## src/rtl/seg7_ascii_reader_if.sv

```systemverilog
// ---------------------------------------------------------------------------
// seg7_ascii_reader_if
//   Bundles the observed segment bus and the outbound byte stream of the
//   7-segment text reader.
//
//   seg_in       7-segment pattern under observation (active-low, bit0=a..bit6=g)
//   ascii_out    FIFO head byte, meaningful while ascii_valid=1
//   ascii_valid  FIFO not empty
//   ascii_ready  consumer accepts the head byte on an edge with ascii_valid=1
//   decode_err   one-cycle pulse: an unknown pattern was pushed as '?'
//   overflow     one-cycle pulse: a decoded byte was dropped (FIFO full)
//   fifo_count   number of occupied FIFO entries
//
//   master : the reader (drives the stream and status, observes seg_in/ready)
//   slave  : the environment (drives seg_in and ascii_ready)
// ---------------------------------------------------------------------------
interface seg7_ascii_reader_if #(
    parameter int DEPTH = 8
);
    logic [6:0]               seg_in;
    logic [7:0]               ascii_out;
    logic                     ascii_valid;
    logic                     ascii_ready;
    logic                     decode_err;
    logic                     overflow;
    logic [$clog2(DEPTH):0]   fifo_count;

    modport master (
        input  seg_in,
        input  ascii_ready,
        output ascii_out,
        output ascii_valid,
        output decode_err,
        output overflow,
        output fifo_count
    );

    modport slave (
        output seg_in,
        output ascii_ready,
        input  ascii_out,
        input  ascii_valid,
        input  decode_err,
        input  overflow,
        input  fifo_count
    );
endinterface

```

## src/rtl/seg7_ascii_reader.sv

```systemverilog
// ---------------------------------------------------------------------------
// seg7_ascii_reader
//   Watches an active-low 7-segment bus, waits for each new glyph to settle,
//   decodes it to an uppercase ASCII byte and queues it in a small FIFO that
//   drains over a valid/ready stream.
//
//   Parameters
//     STABLE_CYCLES  consecutive identical samples before a glyph is accepted
//     DEPTH          FIFO entries (power of two, >= 2)
//
//   Ports
//     clk    system clock, rising edge
//     reset  asynchronous active-high reset, clears all state and the FIFO
//     bus    seg7_ascii_reader_if.master: seg_in / ascii_ready in,
//            ascii_out / ascii_valid / decode_err / overflow / fifo_count out
// ---------------------------------------------------------------------------
module seg7_ascii_reader #(
    parameter int STABLE_CYCLES = 4,
    parameter int DEPTH         = 8
) (
    input  logic                 clk,
    input  logic                 reset,
    seg7_ascii_reader_if.master  bus
);

    localparam int AW    = $clog2(DEPTH);
    localparam int CW    = AW + 1;
    localparam int CNT_W = $clog2(STABLE_CYCLES + 1);

    localparam logic [6:0] SEG_BLANK = 7'h7F;

    // -----------------------------------------------------------------------
    // Pattern decode: inverse of the ASCII->segment table. Where a letter and
    // a digit share a pattern the digit is reported. Bit 8 flags an unknown
    // pattern, which is reported as '?'.
    // -----------------------------------------------------------------------
    function automatic logic [8:0] decode_seg(input logic [6:0] pat);
        logic [8:0] res;
        res = {1'b0, 8'h3F};
        case (pat)
            // digits (win every collision with a letter)
            7'h40: res = {1'b0, 8'h30};   // '0' (also O)
            7'h79: res = {1'b0, 8'h31};   // '1'
            7'h24: res = {1'b0, 8'h32};   // '2' (also Z)
            7'h30: res = {1'b0, 8'h33};   // '3'
            7'h19: res = {1'b0, 8'h34};   // '4'
            7'h12: res = {1'b0, 8'h35};   // '5' (also S)
            7'h02: res = {1'b0, 8'h36};   // '6' (also G)
            7'h78: res = {1'b0, 8'h37};   // '7'
            7'h00: res = {1'b0, 8'h38};   // '8'
            7'h10: res = {1'b0, 8'h39};   // '9'
            // letters
            7'h08: res = {1'b0, 8'h41};   // 'A' (also R)
            7'h03: res = {1'b0, 8'h42};   // 'B'
            7'h46: res = {1'b0, 8'h43};   // 'C'
            7'h21: res = {1'b0, 8'h44};   // 'D'
            7'h06: res = {1'b0, 8'h45};   // 'E'
            7'h0E: res = {1'b0, 8'h46};   // 'F'
            7'h09: res = {1'b0, 8'h48};   // 'H' (also K, X)
            7'h4F: res = {1'b0, 8'h49};   // 'I'
            7'h61: res = {1'b0, 8'h4A};   // 'J'
            7'h47: res = {1'b0, 8'h4C};   // 'L'
            7'h6A: res = {1'b0, 8'h4D};   // 'M'
            7'h2B: res = {1'b0, 8'h4E};   // 'N'
            7'h0C: res = {1'b0, 8'h50};   // 'P'
            7'h18: res = {1'b0, 8'h51};   // 'Q'
            7'h07: res = {1'b0, 8'h54};   // 'T'
            7'h41: res = {1'b0, 8'h55};   // 'U'
            7'h63: res = {1'b0, 8'h56};   // 'V'
            7'h55: res = {1'b0, 8'h57};   // 'W'
            7'h11: res = {1'b0, 8'h59};   // 'Y'
            // blank display reads back as a space
            7'h7F: res = {1'b0, 8'h20};
            default: res = {1'b1, 8'h3F};
        endcase
        return res;
    endfunction

    // -----------------------------------------------------------------------
    // Capture FSM
    // -----------------------------------------------------------------------
    typedef enum logic {
        ST_WAIT   = 1'b0,
        ST_SETTLE = 1'b1
    } state_t;

    state_t             state_q, state_d;
    logic [6:0]         cand_q,  cand_d;
    logic [6:0]         last_q,  last_d;
    logic [CNT_W-1:0]   cnt_q,   cnt_d;
    logic               push_req;

    always_ff @(posedge clk or posedge reset) begin
        if (reset) begin
            state_q <= ST_WAIT;
            cand_q  <= SEG_BLANK;
            last_q  <= SEG_BLANK;
            cnt_q   <= '0;
        end else begin
            state_q <= state_d;
            cand_q  <= cand_d;
            last_q  <= last_d;
            cnt_q   <= cnt_d;
        end
    end

    always_comb begin
        state_d  = state_q;
        cand_d   = cand_q;
        last_d   = last_q;
        cnt_d    = cnt_q;
        push_req = 1'b0;
        case (state_q)
            ST_WAIT: begin
                if (bus.seg_in != cand_q) begin
                    cand_d  = bus.seg_in;
                    cnt_d   = CNT_W'(1);
                    state_d = ST_SETTLE;
                end
            end
            ST_SETTLE: begin
                if (bus.seg_in != cand_q) begin
                    // Any change restarts the stability window.
                    cand_d = bus.seg_in;
                    cnt_d  = CNT_W'(1);
                end else if (cnt_q >= CNT_W'(STABLE_CYCLES)) begin
                    // Settled. Only a glyph different from the previous
                    // settled one is emitted, so a held glyph appears once.
                    push_req = (cand_q != last_q);
                    last_d   = cand_q;
                    state_d  = ST_WAIT;
                end else begin
                    cnt_d = cnt_q + CNT_W'(1);
                end
            end
            default: state_d = ST_WAIT;
        endcase
    end

    // -----------------------------------------------------------------------
    // Output FIFO
    // -----------------------------------------------------------------------
    logic [8:0]     dec;
    logic [7:0]     push_byte;
    logic           push_unknown;

    assign dec          = decode_seg(cand_q);
    assign push_byte    = dec[7:0];
    assign push_unknown = dec[8];

    logic [7:0]     mem_q [DEPTH];
    logic [AW-1:0]  wr_ptr_q, wr_ptr_d;
    logic [AW-1:0]  rd_ptr_q, rd_ptr_d;
    logic [AW-1:0]  rd_next;
    logic [CW-1:0]  count_q,  count_d;
    logic [7:0]     head_q,   head_d;
    logic           err_q,    err_d;
    logic           ovf_q,    ovf_d;

    logic           fifo_empty;
    logic           fifo_full;
    logic           pop;
    logic           push_ok;

    assign fifo_empty = (count_q == '0);
    assign fifo_full  = (count_q == CW'(DEPTH));
    assign pop        = !fifo_empty && bus.ascii_ready;
    // A full FIFO still accepts a push when the head leaves on the same edge.
    assign push_ok    = push_req && (!fifo_full || pop);
    assign rd_next    = rd_ptr_q + AW'(1);

    always_comb begin
        wr_ptr_d = wr_ptr_q;
        rd_ptr_d = rd_ptr_q;
        count_d  = count_q;
        head_d   = head_q;
        err_d    = push_req && push_unknown;
        ovf_d    = push_req && fifo_full && !pop;

        if (push_ok) begin
            wr_ptr_d = wr_ptr_q + AW'(1);
        end
        if (pop) begin
            rd_ptr_d = rd_next;
        end

        case ({push_ok, pop})
            2'b10:   count_d = count_q + CW'(1);
            2'b01:   count_d = count_q - CW'(1);
            default: count_d = count_q;
        endcase

        // head_q mirrors the entry at rd_ptr so ascii_out is a plain register
        // and keeps its last value once the FIFO runs dry.
        if (pop) begin
            if (count_q > CW'(1)) begin
                head_d = mem_q[rd_next];
            end else if (push_ok) begin
                head_d = push_byte;
            end
        end else if (push_ok && fifo_empty) begin
            head_d = push_byte;
        end
    end

    // Storage array carries no reset; occupancy is tracked by count_q.
    always_ff @(posedge clk) begin
        if (push_ok) begin
            mem_q[wr_ptr_q] <= push_byte;
        end
    end

    always_ff @(posedge clk or posedge reset) begin
        if (reset) begin
            wr_ptr_q <= '0;
            rd_ptr_q <= '0;
            count_q  <= '0;
            head_q   <= 8'h00;
            err_q    <= 1'b0;
            ovf_q    <= 1'b0;
        end else begin
            wr_ptr_q <= wr_ptr_d;
            rd_ptr_q <= rd_ptr_d;
            count_q  <= count_d;
            head_q   <= head_d;
            err_q    <= err_d;
            ovf_q    <= ovf_d;
        end
    end

    assign bus.ascii_out   = head_q;
    assign bus.ascii_valid = !fifo_empty;
    assign bus.decode_err  = err_q;
    assign bus.overflow    = ovf_q;
    assign bus.fifo_count  = count_q;

endmodule

```

## src/flat_wrapper.sv

```systemverilog
// flat-port wrapper written by rule: the top's interface ports become plain ports
module seg7_ascii_reader_flat 
#(
    parameter int STABLE_CYCLES = 4,
    parameter int DEPTH         = 8
)
  (clk, reset, bus_seg_in, bus_ascii_ready, bus_ascii_out, bus_ascii_valid, bus_decode_err, bus_overflow, bus_fifo_count);
  seg7_ascii_reader_if #(.DEPTH(DEPTH)) bus_i ();
  input  logic clk;
  input  logic reset;
  input wire logic [$bits(bus_i.seg_in)-1:0] bus_seg_in;
  input wire logic [$bits(bus_i.ascii_ready)-1:0] bus_ascii_ready;
  output wire logic [$bits(bus_i.ascii_out)-1:0] bus_ascii_out;
  output wire logic [$bits(bus_i.ascii_valid)-1:0] bus_ascii_valid;
  output wire logic [$bits(bus_i.decode_err)-1:0] bus_decode_err;
  output wire logic [$bits(bus_i.overflow)-1:0] bus_overflow;
  output wire logic [$bits(bus_i.fifo_count)-1:0] bus_fifo_count;
  assign bus_i.seg_in = bus_seg_in;
  assign bus_i.ascii_ready = bus_ascii_ready;
  assign bus_ascii_out = bus_i.ascii_out;
  assign bus_ascii_valid = bus_i.ascii_valid;
  assign bus_decode_err = bus_i.decode_err;
  assign bus_overflow = bus_i.overflow;
  assign bus_fifo_count = bus_i.fifo_count;
  seg7_ascii_reader #(.STABLE_CYCLES(STABLE_CYCLES), .DEPTH(DEPTH)) u_core (.clk(clk), .reset(reset), .bus(bus_i));
endmodule
```

## config.mk

```make
export PLATFORM = sky130hd
export DESIGN_NAME = seg7_ascii_reader_flat
export DESIGN_NICKNAME = d
export VERILOG_FILES = /design/src/rtl/seg7_ascii_reader_if.sv /design/src/rtl/seg7_ascii_reader.sv /design/src/flat_wrapper.sv
export SDC_FILE = /design/constraint.sdc
export NUM_CORES = 1
export LEC_CHECK = 0
export BUFFER_PORTS_ARGS = -buffer_cell sky130_fd_sc_hd__clkbuf_2
export CORE_AREA = 4 4 180 95
export CTS_CLUSTER_SIZE = 10
export DETAILED_ROUTE_END_ITERATION = 8
export DIE_AREA = 0 0 184 99
export GPL_ROUTABILITY_DRIVEN = 1
export PLACE_DENSITY_LB_ADDON = 0.1
export SLEW_MARGIN = 30
export SYNTH_ARGS = -nofsm -noshare
export SYNTH_HDL_FRONTEND = slang
export SYNTH_SLANG_ARGS = --single-unit
```

## constraint.sdc

```tcl
create_clock -name clk -period 4.3 [get_ports clk]
set_input_delay 0.43 -clock clk [delete_from_list [all_inputs] [get_ports clk]]
set_output_delay 0.43 -clock clk [all_outputs]
set_load 0.01 [all_outputs]
```

After elaboration in Yosys (flattened, before gate mapping)
Memory sizes are Yosys's and may differ from the RTL's.
Cells that the tools add are included.

word-level totals
  input port bits = 10
  bits in latches = 0
  bits in writable memories = 64
  flip-flop bits (word level) = 38
  output and inout port bits = 15
  logic and storage cells = 64
  memories kept = 2
  ROM bits = 1024

operators by class
  muxes and demuxes = 19
  eq/ne operators = 8
  div/mod/pow operators = 0
  $lt $le $gt $ge = 2
  $add $sub $neg = 5
  shift operators = 0
  multiply operators = 0
  reduce and logical (&&, ||, !) cells = 16
  bitwise gates (word level) = 2

memories
  memory           words  bits a word  read ports  clocked after memory_dff  write ports  RTL line                  source
  (no name shown)  128    8            1           0                         0            seg7_ascii_reader.sv:40   case (pat)
  u_core.mem_q     8      8            1           0                         1            seg7_ascii_reader.sv:151  logic [7:0] mem_q [DEPTH];

operators by type and width
  cell                                                                   count
  8-bit 2-to-1 mux                                                       4
  7-bit != test                                                          2
  3-bit by 1-bit adder with 3-bit output (second input constant)         3
  3-bit 2-to-1 mux                                                       3
  1-bit 2-to-1 mux                                                       8
  4-bit case mux with 2 select lines                                     1
  7-bit 2-to-1 mux                                                       1
  1-bit logical AND                                                      6
  3-bit != test (second input constant)                                  2
  3-bit case mux with 2 select lines                                     1
  4-bit by 1-bit adder with 4-bit output (second input constant)         1
  4-bit == test (second input constant)                                  1
  4-bit by 1-bit > comparator with 1-bit output (second input constant)  1
  4-bit logical NOT                                                      1
  2-bit AND reduction                                                    2
  2-bit nonzero test                                                     2
  4-bit by 1-bit subtractor with 4-bit output (second input constant)    1
  3-bit greater-or-equal comparator (second input constant)              1
  1-bit logical NOT                                                      3
  3-bit AND reduction                                                    1
  2-bit by 1-bit == test with 1-bit output (second input constant)       1
  2-bit == test (second input constant)                                  1
  2-bit by 1-bit != test with 1-bit output (second input constant)       1
  1-bit inverter                                                         2
  other kinds (2)                                                        2

Logic depth before layout (Yosys ltp)
  depth in word-level cells = 8
  mapped depth = 11

Worst setup path before layout
No wires, ideal clock.

  path type = reg-to-reg
  from = register u_core.cand_q[0]
  to = memory u_core.mem_q[0][0], enable pin
  stages on the path, launching flop included = 9
  setup time = 390 ps
  required time = 3910 ps
  arrival = 2432 ps
  clock period less this slack = 2822 ps
  path slack = 1478 ps
  path buffers = 2
  cells stage by stage = dfstp_2 buf_6 xor2_1 nor4_4 nand3_4 a41oi_4 nand2b_2 buf_6 nor4_1

between the ends
  word-level cells in the longest chain between the ends = 7
  elaborated cells on any way between the ends = 8
  classes of those cells = 2 x eq/ne; 5 x mux; 1 x reduce/logical

RTL lines
  item                                        RTL line                  source
  start: declaration                          seg7_ascii_reader.sv:88   logic [6:0] cand_q, cand_d;
  start signal: assignment                    seg7_ascii_reader.sv:101  cand_q <= cand_d;
  7-bit != test                               seg7_ascii_reader.sv:129  push_req = (cand_q != last_q);
  1-bit 2-to-1 mux                            seg7_ascii_reader.sv:126  end else if (cnt_q >= CNT_W'(STABLE_CYCLES)) begin
  1-bit 2-to-1 mux (*)                        seg7_ascii_reader.sv:122  if (bus.seg_in != cand_q) begin
  1-bit 2-to-1 mux (*)                        seg7_ascii_reader.sv:113  case (state_q)
  1-bit logical AND (*)                       seg7_ascii_reader.sv:169  assign push_ok = push_req && (!fifo_full || pop);
  1-bit 2-to-1 mux (*)                        seg7_ascii_reader.sv:208  if (push_ok) begin
  1-bit 2-to-1 mux (not written as such) (*)  seg7_ascii_reader.sv:209  mem_q[wr_ptr_q] <= push_byte;
  end: declaration                            seg7_ascii_reader.sv:151

Every way passes the cells marked *; elsewhere a longest branch is shown, timed or not.

Worst setup path after layout
  from = register u_core.cand_q[5]
  to = memory u_core.mem_q[6][3], enable pin

The elaborated chain is that of the path after synthesis.

==> flow_summary.toml <==
[clocking]
cts_tree = "done"
clkSlewWorstSetupHoldPaths_ns = 0.07
cts.hold.buffers_added = 0
cts-resized-gates = 0
clock-sinks = 93
clock_path_buffers = 2
cts_root_buf = "clkbuf_16"
postCtsSetupBuffers = 0
h-tree-depth = 3
insertion_delay_ns = 0.34
numCtsBuffers = 9

[finish]
n_antenna_cell = 0
multiInputGateArea_um2 = 2400
syn_to_final_growth_pct = 10.4
finalInstanceArea_um2 = 5860
drive_gt1_frac = 0.240
nFillCells = 1474
final_nets = 480
instances_no_fill = 663
regArea_um2 = 2630

[timing]
finClkSkew_ns = 0.00661
finalSetupViolCount = 0
worstMarginPinSlew_ns = 0.878
hold_viol_final = 0
setup_tns_ns = 0
setup_ws_ns = 1.18
rsz0062_at_grt = "no"
finalCriticalPeriod_ns = 3.12
fin_crit_sh = 0.725
max_freq_mhz = 321
drv_slew = 0
holdWs_ns = 0.192
max_slew_margin = 0.413

[floorplanning]
fp-row-count = 32
core_area_um2 = 15300
dieHeight_um = 99
initial_core_util = 0.347
die-area_um2 = 18200
die-width_um = 184
ios = 25

[grt]
first_global_vias = 3359
antenna_found_initial = 0
gr-total-overflow = 0
grt_first_pass_wirelength_um = 19500
grt_max_degree = 51
grt_use_total = 0.136

[logic_synthesis]
syn_area_per_cell_um2 = 11.8
ys_top_cells_by_area = "edfxtp_1, dfrtp_1, dfstp_2"
synth_area_leader_cell = "edfxtp_1"
synth_top_area_share = 0.317
async_reset_ff_frac = 0.398
synth-seq-area-share = 0.495
ys_warn_count = 0
syn-num-nets = 476
syn_inst = 450
synth-main-ff-cell = "edfxtp_1"
synth_edf_count = 56
ys_types = 71
synth_area_um2 = 5310
ys_ff_latch = 93

[hold_path]
hold_path_class = "in -> async"

[power_and_ir_drop]
ir_drop_mv = 0.241
leakage_nw = 2.09
p_per_area_nw_per_um2 = 496

[routing]
drc = 0
wl_per_cell_um = 17.8
vias_per_cell = 5.10
vias = 3383
ant_nets = 0
drt_iter0_markers = 210
first_pass_iters = 4
wl_um = 11800

[place]
gp_congestion = 0.781
io_buffers = 23
dp_hpwl_um = 8170
postPlaceCellArea_um2 = 5550
place_inst = 647
pre_cts_slack_ns = 1.09

[worst_setup_path]
path_delay_family = "simple AND/OR/NAND/NOR gates"
cp_slowest_stage_delay_ns = 0.90
end_kind = "register"
critPathRequiredTime_ns = 4.26
worst_setup_path_start_kind = "register"
crit_buf_inv = 0
criticalPathCategory = "reg -> reg"
cp_max_fo = 29
cp_slowest_cell = "dfstp_2"
path_cells = "xnor2_1 -> and3_1 -> nand3_4 -> a41oi_4 -> nand2b_2 -> nor4b_2"
arrival_ns = 3.08

[run]
drv_cap = 0

[outcome]
outcome = "complete, no violations"
kinds of logic after synthesis:
family                   share of synthesized area
multiplexers                                 0.107
AO/OA/AOI/OAI                                0.117
AND/OR/NAND/NOR                              0.147
adder cells (fa/ha/maj)                     0.0377
buffers and inverters                       0.0547
other                                     0.000707
XOR/XNOR                                    0.0413
flip-flops                                   0.495
per-layer routing:
| layer | up-vias | part of all wire | global-route usage |
|---|---|---|---|
| li1 | 1662 | - | - |
| met1 | 1670 | 0.53 | 0.209 |
| met2 | 47 | 0.44 | 0.197 |
| met3 | 4 | 0.027 | 0.0258 |
| met4 | 0 | 0.0079 | 0.0307 |
| met5 | - | 0 | 0 |
through the flow:
stage / utilization / total power, W
floorplan: - / 0.00183
global placement: 0.363 / 0.00212
detailed placement: 0.363 / 0.00211
CTS: 0.383 / 0.00296
global route: 0.383 / 0.00309
finish: 0.383 / 0.00291
layout by cell type, fill, tap and decap left out, types with 3 or more instances in the layout:
cell	instances
o21a_1	3
nor2_1	19
nor4_1	4
a211oi_1	6
dfrtp_1	23
xor2_1	15
mux2i_1	15
nand3b_1	3
edfxtp_1	56
o21ai_0	20
and3_1	3
ha_1	16
a31oi_1	4
mux4_2	14
a21oi_1	17
buf_4	13
nand3_1	3
clkbuf_16	9
nand2_1	34
o32ai_1	3
xnor2_1	10
or2_2	5
or4_1	3
inv_1	15
and2_1	6
o31ai_1	7
clkbuf_2	23
nand2b_1	15
nor4b_2	4
nor3_1	7
inv_6	3
or3b_2	3
mux2_2	8
nor2b_1	10
dfstp_2	14
state kept, by name, indices dropped and copies added (netlist names):
register,cells
u_core.bus.overflow,1
u_core.mem_q,56
u_core.cand_q,7
u_core.state_q,1
u_core.wr_ptr_q,3
u_core.cnt_q,3
u_core.last_q,7
u_core.bus.fifo_count,4
u_core.bus.decode_err,1
u_core.rd_ptr_q,3
u_core.bus.ascii_out,7
synth_stat cells (4+ instances only):
library cell / count
edfxtp_1: 56
nand2_1: 34
dfrtp_1: 23
o21ai_0: 20
clkbuf_1: 19
nor2_1: 19
a21oi_1: 17
ha_1: 16
inv_1: 15
mux2i_1: 15
nand2b_1: 15
xor2_1: 15
dfstp_2: 14
mux4_2: 14
buf_2: 13
nor2b_1: 10
xnor2_1: 10
mux2_2: 8
nor3_1: 7
o31ai_1: 7
a211oi_1: 6
and2_1: 6
buf_4: 5
buf_6: 5
nor4_1: 5
or2_2: 5
a31oi_1: 4
nor4b_2: 4
power by group:
group          leakage [nW]  switching, W  internal (W)
Combinational          1.05      0.000517      0.000457
Clock                 0.151      0.000365      0.000466
Sequential            0.893     0.0000754       0.00103
final timing paths:
kind / from / end / slack [ns] / cells past startpoint
setup / recovery: u_core.cand_q[5]$_DFFE_PP1P_ / u_core.mem_q[6][3]$_DFFE_PP_ / 1.18 / 6
hold / removal: reset / u_core.bus.fifo_count[3]$_DFFE_PP0P_ / 0.19 / 3
setup reg to reg: u_core.cand_q[5]$_DFFE_PP1P_ / u_core.mem_q[6][3]$_DFFE_PP_ / 1.18 / 6
hold reg to reg: u_core.last_q[6]$_DFFE_PP1P_ / u_core.last_q[6]$_DFFE_PP1P_ / 0.49 / 2
max in group asynchronous: reset / u_core.last_q[3]$_DFFE_PP1P_ / 3.74 / 3
min in group clk: bus_seg_in[3] / u_core.cand_q[3]$_DFFE_PP1P_ / 0.20 / 1
area by class of cell:
cell class | instances | area share
Timing Repair Buffer | 36 | 0.0363
Multi-Input combinational cell | 299 | 0.409
Inverter | 15 | 0.00961
Clock inverter | 7 | 0.0147
Clock buffer | 9 | 0.0384
Tap cell | 204 | 0.0436
Sequential cell | 93 | 0.448
worst reg2reg max path, delay by kind of cell (launching register included):
| family | cells | cell delay (ns) |
|---|---|---|
| and+or+nand+nor | 4 | 1.40 |
| DFF | 1 | 0.90 |
| AOI/OAI and AO/OA | 1 | 0.26 |
| xor gates and xnor gates | 1 | 0.19 |
(Power assumes the default switching activity.)
